[src/rtl/cpu_sequencer.sv]
// -----------------------------------------------------------------------------
// cpu_sequencer
//
// Multi-cycle control FSM for the single-issue RV32I core. Each instruction
// walks IF -> ID -> EX -> [MEM] -> WB. The FSM handshakes with instruction and
// data memory, produces the IR/PC/register-file write strobes, counts retired
// instructions, and traps to a sticky ERR state when a memory ack times out.
//
// Parameters:
//   TIMEOUT   max wait cycles for a memory ack before ERR (1..255)
//
// Ports:
//   clk, rst_n                 core clock, async active-low reset
//   imem_ack, dmem_ack         memory handshakes
//   is_load, is_store, reg_we,
//   is_halt, is_jump, br_taken decoder / branch-comparator flags
//   imem_req, dmem_req, dmem_we memory requests (combinational)
//   ir_we, pc_we, pc_sel, rf_we datapath strobes (combinational)
//   halted, error              registered status flags
//   state                      current state encoding (debug)
//   instret                    retired-instruction count
// -----------------------------------------------------------------------------
module cpu_sequencer #(
    parameter int unsigned TIMEOUT = 255
) (
    input  logic        clk,
    input  logic        rst_n,
    input  logic        imem_ack,
    input  logic        dmem_ack,
    input  logic        is_load,
    input  logic        is_store,
    input  logic        reg_we,
    input  logic        is_halt,
    input  logic        is_jump,
    input  logic        br_taken,
    output logic        imem_req,
    output logic        dmem_req,
    output logic        dmem_we,
    output logic        ir_we,
    output logic        pc_we,
    output logic        pc_sel,
    output logic        rf_we,
    output logic        halted,
    output logic        error,
    output logic [2:0]  state,
    output logic [31:0] instret
);

    typedef enum logic [2:0] {
        S_IF   = 3'd0,
        S_ID   = 3'd1,
        S_EX   = 3'd2,
        S_MEM  = 3'd3,
        S_WB   = 3'd4,
        S_HALT = 3'd5,
        S_ERR  = 3'd6
    } state_t;

    localparam logic [7:0] TIMEOUT_C = 8'(TIMEOUT);

    state_t      state_q, state_d;
    logic [7:0]  wait_q, wait_d;
    logic [31:0] instret_q, instret_d;
    logic        halted_q, halted_d;
    logic        error_q, error_d;

    // Next-state, wait counter and retire counter.
    always_comb begin
        state_d   = state_q;
        wait_d    = wait_q;
        instret_d = instret_q;
        case (state_q)
            S_IF: begin
                // An ack on the same cycle the counter hits TIMEOUT still wins.
                if (imem_ack) begin
                    state_d = S_ID;
                end else if (wait_q == TIMEOUT_C) begin
                    state_d = S_ERR;
                end else begin
                    wait_d = wait_q + 8'd1;
                end
            end
            S_ID: begin
                state_d = is_halt ? S_HALT : S_EX;
            end
            S_EX: begin
                if (is_load || is_store) begin
                    state_d = S_MEM;
                    wait_d  = 8'd0;
                end else begin
                    state_d = S_WB;
                end
            end
            S_MEM: begin
                if (dmem_ack) begin
                    if (is_store) begin
                        // Stores retire straight from MEM; no WB cycle.
                        state_d   = S_IF;
                        wait_d    = 8'd0;
                        instret_d = instret_q + 32'd1;
                    end else begin
                        state_d = S_WB;
                    end
                end else if (wait_q == TIMEOUT_C) begin
                    state_d = S_ERR;
                end else begin
                    wait_d = wait_q + 8'd1;
                end
            end
            S_WB: begin
                state_d   = S_IF;
                wait_d    = 8'd0;
                instret_d = instret_q + 32'd1;
            end
            S_HALT: state_d = S_HALT;
            S_ERR:  state_d = S_ERR;
            default: state_d = S_ERR;   // illegal encoding 7
        endcase
        halted_d = (state_d == S_HALT);
        error_d  = (state_d == S_ERR);
    end

    always_ff @(posedge clk or negedge rst_n) begin
        if (!rst_n) begin
            state_q   <= S_IF;
            wait_q    <= 8'd0;
            instret_q <= 32'd0;
            halted_q  <= 1'b0;
            error_q   <= 1'b0;
        end else begin
            state_q   <= state_d;
            wait_q    <= wait_d;
            instret_q <= instret_d;
            halted_q  <= halted_d;
            error_q   <= error_d;
        end
    end

    // Strobes are combinational decodes of the state and live inputs; they
    // are forced low while reset is held so nothing fires before release.
    always_comb begin
        imem_req = 1'b0;
        dmem_req = 1'b0;
        dmem_we  = 1'b0;
        ir_we    = 1'b0;
        pc_we    = 1'b0;
        pc_sel   = 1'b0;
        rf_we    = 1'b0;
        if (rst_n) begin
            case (state_q)
                S_IF: begin
                    imem_req = 1'b1;
                    ir_we    = imem_ack;
                end
                S_MEM: begin
                    dmem_req = 1'b1;
                    dmem_we  = is_store;
                    pc_we    = dmem_ack & is_store;
                end
                S_WB: begin
                    rf_we  = reg_we;
                    pc_we  = 1'b1;
                    pc_sel = br_taken | is_jump;
                end
                default: ;
            endcase
        end
    end

    assign state   = state_q;
    assign instret = instret_q;
    assign halted  = halted_q;
    assign error   = error_q;

endmodule

[config.mk]
export PLATFORM = sky130hd
export DESIGN_NAME = cpu_sequencer
export DESIGN_NICKNAME = d
export VERILOG_FILES = /design/src/rtl/cpu_sequencer.sv
export SDC_FILE = /design/constraint.sdc
export NUM_CORES = 1
export LEC_CHECK = 0
export CAP_MARGIN = 20
export CORE_MARGIN = 10
export CORE_UTILIZATION = 45
export DETAILED_ROUTE_END_ITERATION = 12
export GPL_TIMING_DRIVEN = 1
export PLACE_DENSITY = 0.76
export SLEW_MARGIN = 25
export SYNTH_ARGS = -nofsm -noshare
export SYNTH_HDL_FRONTEND = slang
export SYNTH_SLANG_ARGS = --single-unit
export TNS_END_PERCENT = 30
[constraint.sdc]
create_clock -name clk -period 1.9 [get_ports clk]
set_clock_uncertainty 0.1 [all_clocks]
set_input_delay 0.285 -clock clk [delete_from_list [all_inputs] [get_ports clk]]
set_output_delay 0.285 -clock clk [all_outputs]
set_load 0.1 [all_outputs]
# Word-level counts from Yosys, hierarchy flattened
# Index checks and enable logic that the tools add are counted.
# word_totals
reg_bits	45
latchBits	0
mem_bits_rw	0
rom_bits	0
in_bits	10
out_inout_bits	44
elab_cells	58
mem_count	0
# classes
addsub	2
n_mul	0
n_div	0
order_cmp	0
eq_ne	13
shift	0
n_mux	30
n_bitwise	2
reduce_logical	6
# ops
operator	n
32-bit two-way mux	2
32-bit case mux with 2 select lines	1
8-bit two-way mux	5
32-bit by 1-bit adder with 32-bit output, second input constant	1
8-bit case mux with 4 select lines	1
3-bit two-way mux	6
3-bit case mux with 6 select lines	1
1-bit two-way mux	13
3-bit == test, second input constant	4
8-bit by 1-bit adder with 8-bit output, second input constant	1
8-bit == test, second input constant	1
2-bit != test, second input constant	4
3-bit by 2-bit == test with 1-bit output, second input constant	2
4-bit AND reduction	1
4-bit nonzero test	1
3-bit by 1-bit == test with 1-bit output, second input constant	1
3-bit logical NOT	1
3-bit != test, second input constant	1
3-bit AND reduction	1
1-bit case mux with 2 select lines	1
2-bit nonzero test	1
1-bit bitwise AND	1
1-bit logical OR	1
1-bit bitwise OR	1

# Depth between registers and ports, before layout
# logic_depth
depth_word	5
mapped_depth	7
depth_no_buf	6

# Worst setup path after synthesis
# Ideal clock, no wire load.
# synth_timing
path_kind	reg-to-output
from	register state_q[1] (netlist: state[1])
to	output port ir_we
t_arrival_ps	5415
path_slack_ps	-3900
stages_incl_launch_ff	5
path_buffers	2
path_cell_list	dfrtp_1 buf_2 clkbuf_1 nor4b_1 and2_1
# synth_via
elab_chain_cells	3
# synth_lines
element	line	rtl
start, declared	61	state_t state_q, state_d;
start signal, assigned	131	state_q <= state_d;
3-bit logical NOT	150	case (state_q)
1-bit two-way mux	150	
1-bit two-way mux	149	if (rst_n) begin
end, declared	39	output logic ir_we,
# No other way between the ends.

# Worst setup path after layout
# layout_timing
from	register state_q[1] (netlist: state[1])
to	output port pc_we
# layout_via
elab_chain_cells	3
elab_cells_between_ends	4
# layout_lines
element	line	rtl
3-bit == test or 3-bit by 2-bit == test with 1-bit output (tied branches)	150	
1-bit case mux with 2 select lines (*)	150	
1-bit two-way mux (*)	149	
end, declared	40	output logic pc_we,
# Every way passes the cells marked *; elsewhere a longest branch is shown, timed or not.

==> qor.txt <==
Reg2Reg Depth: 6
Failing checks: negative setup slack
Share of flip-flops with an asynchronous set or reset: 100%
Mapped Area: 2320 µm²
Worst Setup Start Kind: flop
Status: finished, violations left
Clk root buf: clkbuf_8
Detailed Routing Iterations Pass 1: 4
Leakage: 1.76 nW
FMAX: 465 MHz
Post-Synth Simple-Gate Area: 26.8%
Buffers added on ports: 53
Share of cells above drive strength 1: 45.3%
Avg Cell Area, Syn: 10.5 µm²
Later-pin clock latency in the skew report: 0.31 ns
Critical path class: flop to output port
Most frequent cells in the layout: 43 x buf_12, 32 x dfrtp_1, 31 x buf_4, 23 x xnor2_1, 19 x nand2_1
Hold slack: 0.0685 ns
Synthesized Nets: 234
Clock sink count: 45
VDD IR-drop max: 1.44 mV
Final Non-Filler Cells: 386
Wire per inst: 17.7 µm
Final worst slack: -0.249 ns
# setup viols final: 32
HPWL after detailed placement: 4900 µm
Initial antenna violation count: 0
Core Box Area: 5040 µm²
Via count: 2,074
Pwr per Cell Area: 1280 nW/µm²
Worst-path clk slew: 0.08 ns
DR iter-0 viols: 125
Yosys top cell by area: dfrtp_1
Final Cycle Share: 113%
Dpl cells: 375
H-tree Lvls: 2
Arrival @ worst endpoint: 1.76 ns
DIE WIDTH: 91.9 µm
EDFF count, synth: 0
Setup TNS Final: -3.27 ns
Switching fraction of total power: 44.9%
Area delta synth->final: 72.1%
Final min period: 2.15 ns
# DRC: 0
Worst Max-Slew Pin Slew: 0.548 ns
Worst Path Max Fanout: 3
Post-synthesis compound-gate area fraction: 7.16%
Top cell type's share of synthesized area: 48.5%
Bufs on Longest Clock Path: 2
Xor-xnor portion of the synthesized cell area: 13.6%
PnR Total Power: 0.00511 W
Nature of the critical path endpoint: output port
Mux contribution to synthesized area: 0.915%
Routed Antenna Nets: 0
Die ar.: 8440 µm²
Synthesized flop and latch total: 45
Largest family of logic cells by synthesized area: simple AND/OR/NAND/NOR gates
Largest net degree at the start of global routing: 45
Row count: 26
Prevailing post-synth register cell: dfrtp_1
Final core utilization: 79.3%
MaxCap Viol Count: 0
RSZ-0062 raised after global routing: yes
Filler cells: 289
Rel. slew slack: 63.5%
Max-slew violation count: 0
Routed WL: 6810 µm
Most common cell after layout, fill and taps aside: buf_12
TritonCTS buffer count: 5
Total grt overflow: 0
Synth warn: 0
Die height: 91.9 µm
Synth unique cells: 44
CTS tree: built
Antenna diodes: 0
Vias in the first global route: 2,188
Fin. Hold Viols: 0
Post-synthesis sequential area ratio: 48.5%
Crit path required time: 1.51 ns
Clock power frac: 16.8%
# IOs: 54
Net Switching: 0.00230 W
Synthesized netlist cell count: 222
Via-to-Cell Ratio: 5.37
Area contributors post-synth: dfrtp_1 48%, xnor2_1 9.8%, xor2_1 3.8%
Internal: 0.00282 W
Nets: 327
Starting Density: 46.1%
Gpl congestion: 0.835
Logic gate share of total power: 57.8%
Hold Crit Class: input port to async pin
Adder-cell share of the synthesized area: 1.08%
Sequential share of power: 25.4%
Gr usage total: 16.5%
First-pass GRT wire length: 11,400 µm
## power by group through the flow
| stage | Combinational, W | Clock (W) | Sequential, W |
|---|---|---|---|
| 6_report | 0.00296 | 0.000857 | 0.00130 |
| 5_1_grt | 0.00311 | 0.000906 | 0.00132 |
| 4_1_cts | 0.00292 | 0.000853 | 0.00129 |
| 3_5_place_dp | 0.00274 | 0 | 0.00130 |
| 3_3_place_gp | 0.00270 | 0 | 0.00129 |
| 2_1_floorplan | 0.000941 | 0 | 0.00208 |
## per-layer routing
metal / GRT usage (%) / routed length (µm) / vias to the layer above
met1: 18.7 / 2630 / 1040
met5: 0 / 0 / -
li1: - / - / 979
met2: 29.2 / 3740 / 43
met4: 7.07 / 169 / 0
met3: 3.42 / 276 / 12
## stage by stage
stage	setup slack [ns]	area (µm²)
floorplan	-1.07	2430
global placement	-0.246	3690
detailed placement	-0.319	3690
CTS	-0.230	3950
global route	-0.304	4000
finish	-0.249	4000
## registers in the layout, indices dropped and copies added (netlist names)
register and cells:
wait_q 8, halted 1, state 3, instret 32
error 1
## synth_stat cells, drive strengths merged, types with 3 or more instances
library cell	instances
dfrtp	45
xnor2	26
nand2	19
nor2	15
nand3	14
and3	13
nand4	11
xor2	10
and4	7
nor3	7
and2	6
o21ai	5
a21oi	4
clkbuf	4
buf	3
nor4	3
## logic make-up (layout without fill, tap and decap cells)
| family | Yosys count | after routing |
|---|---|---|
| flip-flops | 45 | 45 |
| buffers and inverters | 9 | 103 |
| AND/OR/NAND/NOR | 107 | 107 |
| XOR/XNOR | 36 | 36 |
| multiplexers | 2 | 2 |
| AO/OA/AOI/OAI | 21 | 21 |
| adder cells (fa/ha/maj) | 2 | 2 |
## path summary, 6_finish.rpt
kind                                        start                 endpoint  slack, ns
setup / recovery               state[1]$_DFF_PN0_                    pc_we      -0.25
hold / removal                              rst_n       state[2]$_DFF_PN0_       0.07
setup reg to reg               state[1]$_DFF_PN0_  instret[25]$_DFFE_PN0P_      -0.20
hold reg to reg            instret[5]$_DFFE_PN0P_   instret[5]$_DFFE_PN0P_       0.43
max in group asynchronous                   rst_n   instret[0]$_DFFE_PN0P_       1.22
min in group clk           instret[5]$_DFFE_PN0P_   instret[5]$_DFFE_PN0P_       0.43
## worst max-delay path, cell delays in order, from the launching register on
cell     delay, ns
dfrtp_4       0.49
or3b_4        0.45
buf_6         0.14
o21ai_4       0.05
and2_4        0.16
buf_12        0.16
## what timing repair did
item / 4_1_cts / 5_1_grt
pin swaps: 15 / 10
hold buffers: 1 / 0
setup buffers: 2 / 0
endpoints found under the hold margin: 1 / 0
gates resized for setup: 22 / 10
setup endpoints to repair: 28 / 40
## final cells by class
type,instances,area [µm²],share of cell area (%)
tap,70,87.6,2.19
multi-input combinational,168,1320,33.1
clock inverter,3,65.1,1.63
timing repair buffer,93,1290,32.4
clock buffer,5,68.8,1.72
sequential,45,1150,28.8
inverter,2,10.0,0.250
(Power assumes the default switching activity.)
